### config.mk
export PLATFORM = sky130hd
export DESIGN_NAME = grammer_array_reader
export DESIGN_NICKNAME = d
export VERILOG_FILES = /design/src/rtl/grammer_pkg.sv /design/src/rtl/grammer_phase_tag.sv /design/src/rtl/grammer_array_reader.sv
export SDC_FILE = /design/constraint.sdc
export NUM_CORES = 1
export LEC_CHECK = 0
export ABC_CLOCK_PERIOD_IN_PS = 3500
export CORE_MARGIN = 2
export CORE_UTILIZATION = 45
export CTS_CLUSTER_DIAMETER = 50
export DETAILED_ROUTE_END_ITERATION = 8
export PLACE_DENSITY = 0.66
export RECOVER_POWER = 50
export SYNTH_ARGS = -nofsm -noshare
export SYNTH_HDL_FRONTEND = slang
export SYNTH_SLANG_ARGS = --single-unit
### constraint.sdc
create_clock -name clk -period 3.5 [get_ports clk]
set_clock_uncertainty 0.1 [all_clocks]
set_input_delay 0.7 -clock clk [delete_from_list [all_inputs] [get_ports clk]]
set_output_delay 0.7 -clock clk [all_outputs]
set_load 0.05 [all_outputs]
### src/rtl/grammer_pkg.sv
// Shared types and constants for the grammer array reader/writer pair.
// Both ends take their phase definition and slot geometry from this package.
package grammer_pkg;

   localparam int SLOTS  = 4;
   localparam int SLOT_W = $clog2(SLOTS);
   localparam int CNT_W  = 8;

   typedef logic [1:0]       phase_t;
   typedef logic [CNT_W-1:0] cnt_t;

   localparam phase_t PH_INIT = 2'd0;
   localparam phase_t PH_DIV  = 2'd1;
   localparam phase_t PH_SHR  = 2'd2;
   localparam phase_t PH_ZERO = 2'd3;

   localparam cnt_t THR_DIV = 8'h80;
   localparam cnt_t THR_SHR = 8'hC0;

   typedef enum logic {
      FILL  = 1'b0,
      DRAIN = 1'b1
   } state_t;

endpackage

### src/rtl/grammer_phase_tag.sv
// Combinational arrival-count to phase mapping, shared by writer and reader
// so both ends agree on which scaling a word received.
module grammer_phase_tag
   import grammer_pkg::*;
(
   input  cnt_t   cnt_i,
   output phase_t phase_o
);

   always_comb begin
      if (cnt_i == '0) begin
         phase_o = PH_INIT;
      end else if (cnt_i < THR_DIV) begin
         phase_o = PH_DIV;
      end else if (cnt_i < THR_SHR) begin
         phase_o = PH_SHR;
      end else begin
         phase_o = PH_ZERO;
      end
   end

endmodule

### src/rtl/grammer_array_reader.sv
// Collects words into a 4-slot rotating bank, tags each with its arrival phase,
// then drains a full frame over valid/ready. Optional GRAMMER_READER_DECODE_EN undoes writer scaling.
module grammer_array_reader
   import grammer_pkg::*;
#(
   parameter int DATA_W = 32
) (
   input  logic              clk,
   input  logic              reset,
   input  logic              in_valid,
   input  logic [DATA_W-1:0] in_data,
   output logic              in_ready,
   output logic              out_valid,
   output logic [DATA_W-1:0] out_data,
   output logic [SLOT_W-1:0] out_slot,
   output phase_t            out_phase,
   input  logic              out_ready,
   input  logic              sig_display,
   output logic              frame_done,
   output logic              err_overflow
);

   localparam logic [SLOT_W-1:0] LAST_SLOT = SLOT_W'(SLOTS - 1);

   state_t            state_q, state_d;
   logic [SLOT_W-1:0] wr_slot_q, wr_slot_d;
   logic [SLOT_W-1:0] rd_slot_q, rd_slot_d;
   cnt_t              cnt_q, cnt_d;
   logic              frame_done_q, frame_done_d;
   logic              err_overflow_q, err_overflow_d;

   logic [DATA_W-1:0] bank_q [SLOTS];
   phase_t            tag_q  [SLOTS];

   phase_t            arrival_phase;
   logic              accept;
   logic              xfer;
   logic [DATA_W-1:0] rd_word;
   phase_t            rd_tag;

   grammer_phase_tag u_phase_tag (
      .cnt_i   (cnt_q),
      .phase_o (arrival_phase)
   );

   assign in_ready  = (state_q == FILL);
   assign out_valid = (state_q == DRAIN) && !sig_display;
   assign accept    = (state_q == FILL) && in_valid;
   assign xfer      = out_valid && out_ready;

   // NOTE: every signal assigned in always_comb gets a default first, otherwise
   // a missed branch holds its old value and synthesis infers a latch.
   always_comb begin
      state_d        = state_q;
      wr_slot_d      = wr_slot_q;
      rd_slot_d      = rd_slot_q;
      cnt_d          = cnt_q;
      frame_done_d   = 1'b0;
      err_overflow_d = err_overflow_q;

      unique case (state_q)
         FILL: begin
            if (accept) begin
               wr_slot_d = wr_slot_q + 1'b1;
               cnt_d     = cnt_q + 1'b1;
               if (wr_slot_q == LAST_SLOT) begin
                  state_d   = DRAIN;
                  rd_slot_d = '0;
               end
            end
         end
         DRAIN: begin
            // Words offered while draining are dropped and do not advance cnt.
            if (in_valid) begin
               err_overflow_d = 1'b1;
            end
            if (xfer) begin
               rd_slot_d = rd_slot_q + 1'b1;
               if (rd_slot_q == LAST_SLOT) begin
                  state_d      = FILL;
                  wr_slot_d    = '0;
                  frame_done_d = 1'b1;
               end
            end
         end
         default: state_d = FILL;
      endcase
   end

   // NOTE: sequential state uses non-blocking assignments so every register
   // samples the pre-edge values regardless of statement order.
   always_ff @(posedge clk) begin
      if (reset) begin
         state_q        <= FILL;
         wr_slot_q      <= '0;
         rd_slot_q      <= '0;
         cnt_q          <= '0;
         frame_done_q   <= 1'b0;
         err_overflow_q <= 1'b0;
      end else begin
         state_q        <= state_d;
         wr_slot_q      <= wr_slot_d;
         rd_slot_q      <= rd_slot_d;
         cnt_q          <= cnt_d;
         frame_done_q   <= frame_done_d;
         err_overflow_q <= err_overflow_d;
      end
   end

   // NOTE: the bank and tags are storage, not control; they carry no reset
   // because every slot is written before it can be read.
   always_ff @(posedge clk) begin
      if (accept) begin
         bank_q[wr_slot_q] <= in_data;
         tag_q[wr_slot_q]  <= arrival_phase;
      end
   end

   assign rd_word = bank_q[rd_slot_q];
   assign rd_tag  = tag_q[rd_slot_q];

   always_comb begin
      out_data = '0;
      if (state_q == DRAIN) begin
`ifdef GRAMMER_READER_DECODE_EN
         unique case (rd_tag)
            PH_DIV:  out_data = rd_word << 1;
            PH_SHR:  out_data = rd_word << 2;
            default: out_data = rd_word;
         endcase
`else
         out_data = rd_word;
`endif
      end
   end

   assign out_slot     = rd_slot_q;
   assign out_phase    = (state_q == DRAIN) ? rd_tag : PH_INIT;
   assign frame_done   = frame_done_q;
   assign err_overflow = err_overflow_q;

endmodule

### After elaboration in Yosys (flattened, before gate mapping)

Memories as Yosys holds them, arrays and structs flattened. A register that Yosys moved wholly into a read port is not among the register bits.
Cells that the tools add are included.

| operators by class | value |
|---|---|
| add/subtract/negate cells | 3 |
| $lt $le $gt $ge | 2 |
| equal/unequal tests | 6 |
| mux-type cells | 25 |
| bitwise gates (word level) | 2 |
| reduce and logical (&&, ||, !) cells | 10 |

Operators with widths:

| cell | count |
|---|---|
| 32-bit two-way mux | 1 |
| 2-bit two-way mux | 13 |
| 8-bit less-than comparator (second input constant) | 2 |
| 8-bit by 1-bit adder with 8-bit output (second input constant) | 1 |
| 8-bit logical NOT | 1 |
| 1-bit two-way mux | 8 |
| 2-bit by 1-bit inequality test with 1-bit output (second input constant) | 4 |
| 2-bit case mux with 2 select lines | 2 |
| 3-bit AND reduction | 2 |
| 2-bit by 1-bit adder with 2-bit output (second input constant) | 2 |
| 2-bit equality test (second input constant) | 2 |
| 2-bit AND reduction | 2 |
| 1-bit logical AND | 3 |
| 3-bit OR reduction | 1 |
| 1-bit inverter | 2 |
| 1-bit case mux with 2 select lines | 1 |
| 1-bit logical NOT | 1 |

| storage, ports and cells | value |
|---|---|
| bits in registers | 15 |
| RAM bits | 136 |
| input port bits | 37 |
| output and inout port bits | 40 |
| word-level logic and storage cells | 56 |
| memories kept | 2 |

Memory list:

| name | depth | bits a word | rd ports | clocked after memory_dff | write ports | line | RTL |
|---|---|---|---|---|---|---|---|
| bank_q | 4 | 32 | 1 | 1 | 1 | grammer_array_reader.sv:32 | `logic [DATA_W-1:0] bank_q [SLOTS];` |
| tag_q | 4 | 2 | 1 | 1 | 1 | grammer_array_reader.sv:33 | `phase_t tag_q [SLOTS];` |

### Depth between registers and ports, before layout

| depth | value |
|---|---|
| depth after elaboration | 7 |
| mapped depth | 4 |
| depth with buffers taken out | 4 |

### By module

A second synthesis with hierarchy kept.

| second synthesis, totals | value |
|---|---|
| cells, all modules | 310 |
| area, all modules | 5,938.2 um^2 |

By module, submodules not included:

| module | instances | cells an instance | area an instance (um^2) | sequential area each (um^2) |
|---|---|---|---|---|
| grammer_array_reader | 1 | 305 | 5,905.7 | 4,424.2 |
| grammer_phase_tag | 1 | 5 | 32.5 | 0.0 |

### Worst setup path after synthesis

OpenSTA, ideal clock, no wires.

| timing path | value |
|---|---|
| path type | reg2out |
| start | reg with a tool-made name |
| end | out out_data[0] |
| data arrival time | 1.530 ns |
| data required time | 2.700 ns |
| setup slack | 1.170 ns |
| cell stages (with the launch flop) | 5 |
| path buffers | 2 |
| cells stage by stage | dfxtp_1 buf_2 buf_4 mux4_2 and2_1 |

RTL lines:

| element | line | RTL |
|---|---|---|
| end, declared | grammer_array_reader.sv:14 | `output logic [DATA_W-1:0] out_data,` |

==> results.md <==
- Final #Nets: about 440
- Initial cell density of the core: 0.465
- Layout cells sized above 1: 0.194
- Antenna violations before repair: 1
- Most frequent cells in the layout: edfxtp_1 (136), clkdlybuf4s50_1 (41), mux4_2 (34), and2_1 (34), dlygate4sd3_1 (34)
- Setup-failing EPs final: 0
- Later-pin clock latency in the skew report: around 0.42 ns
- Commonest non-fill, non-tap cell in the layout: edfxtp_1
- Routed vias/inst: ~5.2
- RSZ-0062 raised after global routing: no
- PnR worst setup slack: around 0.14 ns
- CP max stage delay: about 0.69 ns
- Layout area overhead: 26.6%
- Dominant cell type by area after synthesis: edfxtp_1
- Detailed placement HPWL: about 6500 µm
- Routed Antenna Nets: 0
- Vias in the first global route: approximately 3100
- CTS Hold Buffers Added: 0
- Post-synthesis register bit count: between 150 and 200
- CTS tree: yes
- Mapped Cells: roughly 310
- Die ar.: around 14000 µm²
- Critical Path RT: roughly 2.7 ns
- Hold Crit Class: reg -> reg
- Width of the die: roughly 120 µm
- Port Buffers: between 70 and 80
- Async S/R FF share, synth: 0
- CP max stage cell: clkdlybuf4s50_1
- Row count: 41
- Max-slew violation count: 0
- CP endpoint kind: output pin
- DP Cell Count: around 550
- Fin crit share: 0.959
- Post-Syn Area: 5940 µm²
- Static leakage: 2.43 nW
- Avg Inst Size Synth: roughly 19 µm²
- Core area: between 10000 and 15000 µm²
- Synth top area share: 0.687
- Seq/Total Area, Yosys: 0.745
- Worst path cell trace: buf_12 -> mux4_2 -> and2_1 -> clkdlybuf4s50_1
- CP arrival: 2.56 ns
- Clock H-tree levels: 4
- Io pins: slightly below 80
- Largest net degree at the start of global routing: 35
- Fmax: a little under 300 MHz
- Outcome: complete, no violations
- Syn nets: 355
- VDD IR max: ~0.36 mV
- WL final: around 11000 µm
- Vias: 3060
- DR pass1 iterations: 4
- First-pass GRT wire length: 17100 µm
- Pwr/cell area: just over 500 nW/µm²
- WL per Instance: between 15 and 20 µm
- Unique cell type count in the Yosys netlist: 29
- CP Class: reg -> out
- YS warnings: 0
- Final Hold Violating Endpoints: 0
- CP Max Fanout: 14
- CTS Buf Count: 17
- Critical Path Source Type: flip-flop
- GRT Residual Overflow: 0
- Residual DRC: 0
- Dominant register cell in the synthesized netlist: edfxtp_1
- WHS: 0.388 ns
- Max Cap Viol: 0
- Min cycle time layout: about 3.4 ns
- Post-CTS Repair Setup Buffers: 0
- Worst-Margin Slew: ~0.73 ns
- 1st-iter DRT viols: 271
- Die H: approximately 120 µm
- Setup slack at placement: about 0.56 ns
- Post-synth EDFFs: ~140
- Synth top area cells: edfxtp_1 (69%), mux4_2 (13%), dfxtp_1 (5.7%), and2_1 (3.9%), ha_1 (1.5%)
- Reg clk slew, reported paths: around 0.06 ns
- Max clock buf depth: 2
- Non-filler instance count after layout: ~590
- Setup_tns: 0 ns
- Max-slew headroom: 0.511
- Clock Sinks: around 150
- Placer congestion estimate: 0.736
- Resized cells post-CTS: 0
- Overall routing resource usage: 0.165
- Root buffer cell: clkbuf_16
through the flow:
stage | cell area [µm²] | power, mW | util
2_1_floorplan | 5940 | 2.20 | -
3_3_place_gp | 6980 | 2.29 | 0.547
3_5_place_dp | 6980 | 2.30 | 0.547
4_1_cts | 7520 | 3.95 | 0.589
5_1_grt | 7520 | 4.04 | 0.589
6_report | 7520 | 3.90 | 0.589
cells in the mapped netlist (2+ instances only):
| cell type | number |
|---|---|
| ha_1 | 7 |
| o21ai_0 | 2 |
| or3_1 | 2 |
| dfxtp_1 | 17 |
| and2_1 | 37 |
| mux4_2 | 34 |
| nand4_1 | 2 |
| o31ai_1 | 2 |
| nand2_1 | 8 |
| inv_1 | 6 |
| nor2b_1 | 3 |
| nand3b_1 | 3 |
| buf_4 | 3 |
| a21oi_1 | 15 |
| nand4b_1 | 2 |
| nand3_1 | 7 |
| or2_2 | 2 |
| or4_1 | 2 |
| edfxtp_1 | 136 |
| clkbuf_1 | 9 |
| buf_2 | 2 |
| nor2_1 | 3 |
routing by layer:
metal | routed length [µm] | vias to the layer above | part of all wire | global-route usage
li1 | - | 1404 | - | -
met1 | 4670 | 1556 | 0.44 | 0.217
met2 | 5320 | 86 | 0.50 | 0.257
met3 | 544 | 14 | 0.051 | 0.0594
met4 | 143 | 0 | 0.013 | 0.0536
met5 | 0 | - | 0 | 0
flip-flops by register name, summed over array words and instances, names as in the netlist, named ones only:
register      flops
bank_q          128
cnt_q             8
err_overflow      1
frame_done        1
out_slot          2
state_q           1
tag_q             8
wr_slot_q         2
cell type report:
type,count,area [µm²]
Fill cell,939,5250
Sequential cell,153,4430
Multi-Input combinational cell,136,1420
Timing Repair Buffer,85,901
Clock buffer,19,433
Tap cell,172,215
Clock inverter,13,106
Inverter,6,22.5
Antenna cell,1,2.50
worst max-delay path, delay by kind of cell, from the launching register on:
kind | cells | cell delay (ns)
multiplexers | 1 | 0.52
AND/OR/NAND/NOR | 1 | 0.19
buffers and inverters | 2 | 0.91
flip-flops | 1 | 0.50
worst paths after layout:
kind	startpoint	end	slack (ns)	cells after the start
min	err_overflow	err_overflow	0.39	2
min reg2reg	err_overflow	err_overflow	0.39	2
max	flip-flop	out_data[18]	0.14	4
max reg2reg	state_q	bank_q[2][15]	1.26	4
cell families after synthesis:
kind of cell	share of synthesized area
AO/OA/AOI/OAI	0.0168
AND/OR/NAND/NOR	0.0739
flip-flops	0.745
XOR/XNOR	0.00147
adder cells (fa/ha/maj)	0.0147
multiplexers	0.131
buffers and inverters	0.0175
power breakdown:
part | switching, mW | leakage (nW) | internal, mW
Clock | 0.685 | 0.256 | 0.967
Combinational | 0.0948 | 0.784 | 0.0813
Sequential | 0.0163 | 1.39 | 2.06
Total | 0.796 | 2.43 | 3.11
(Power assumes the default switching activity.)
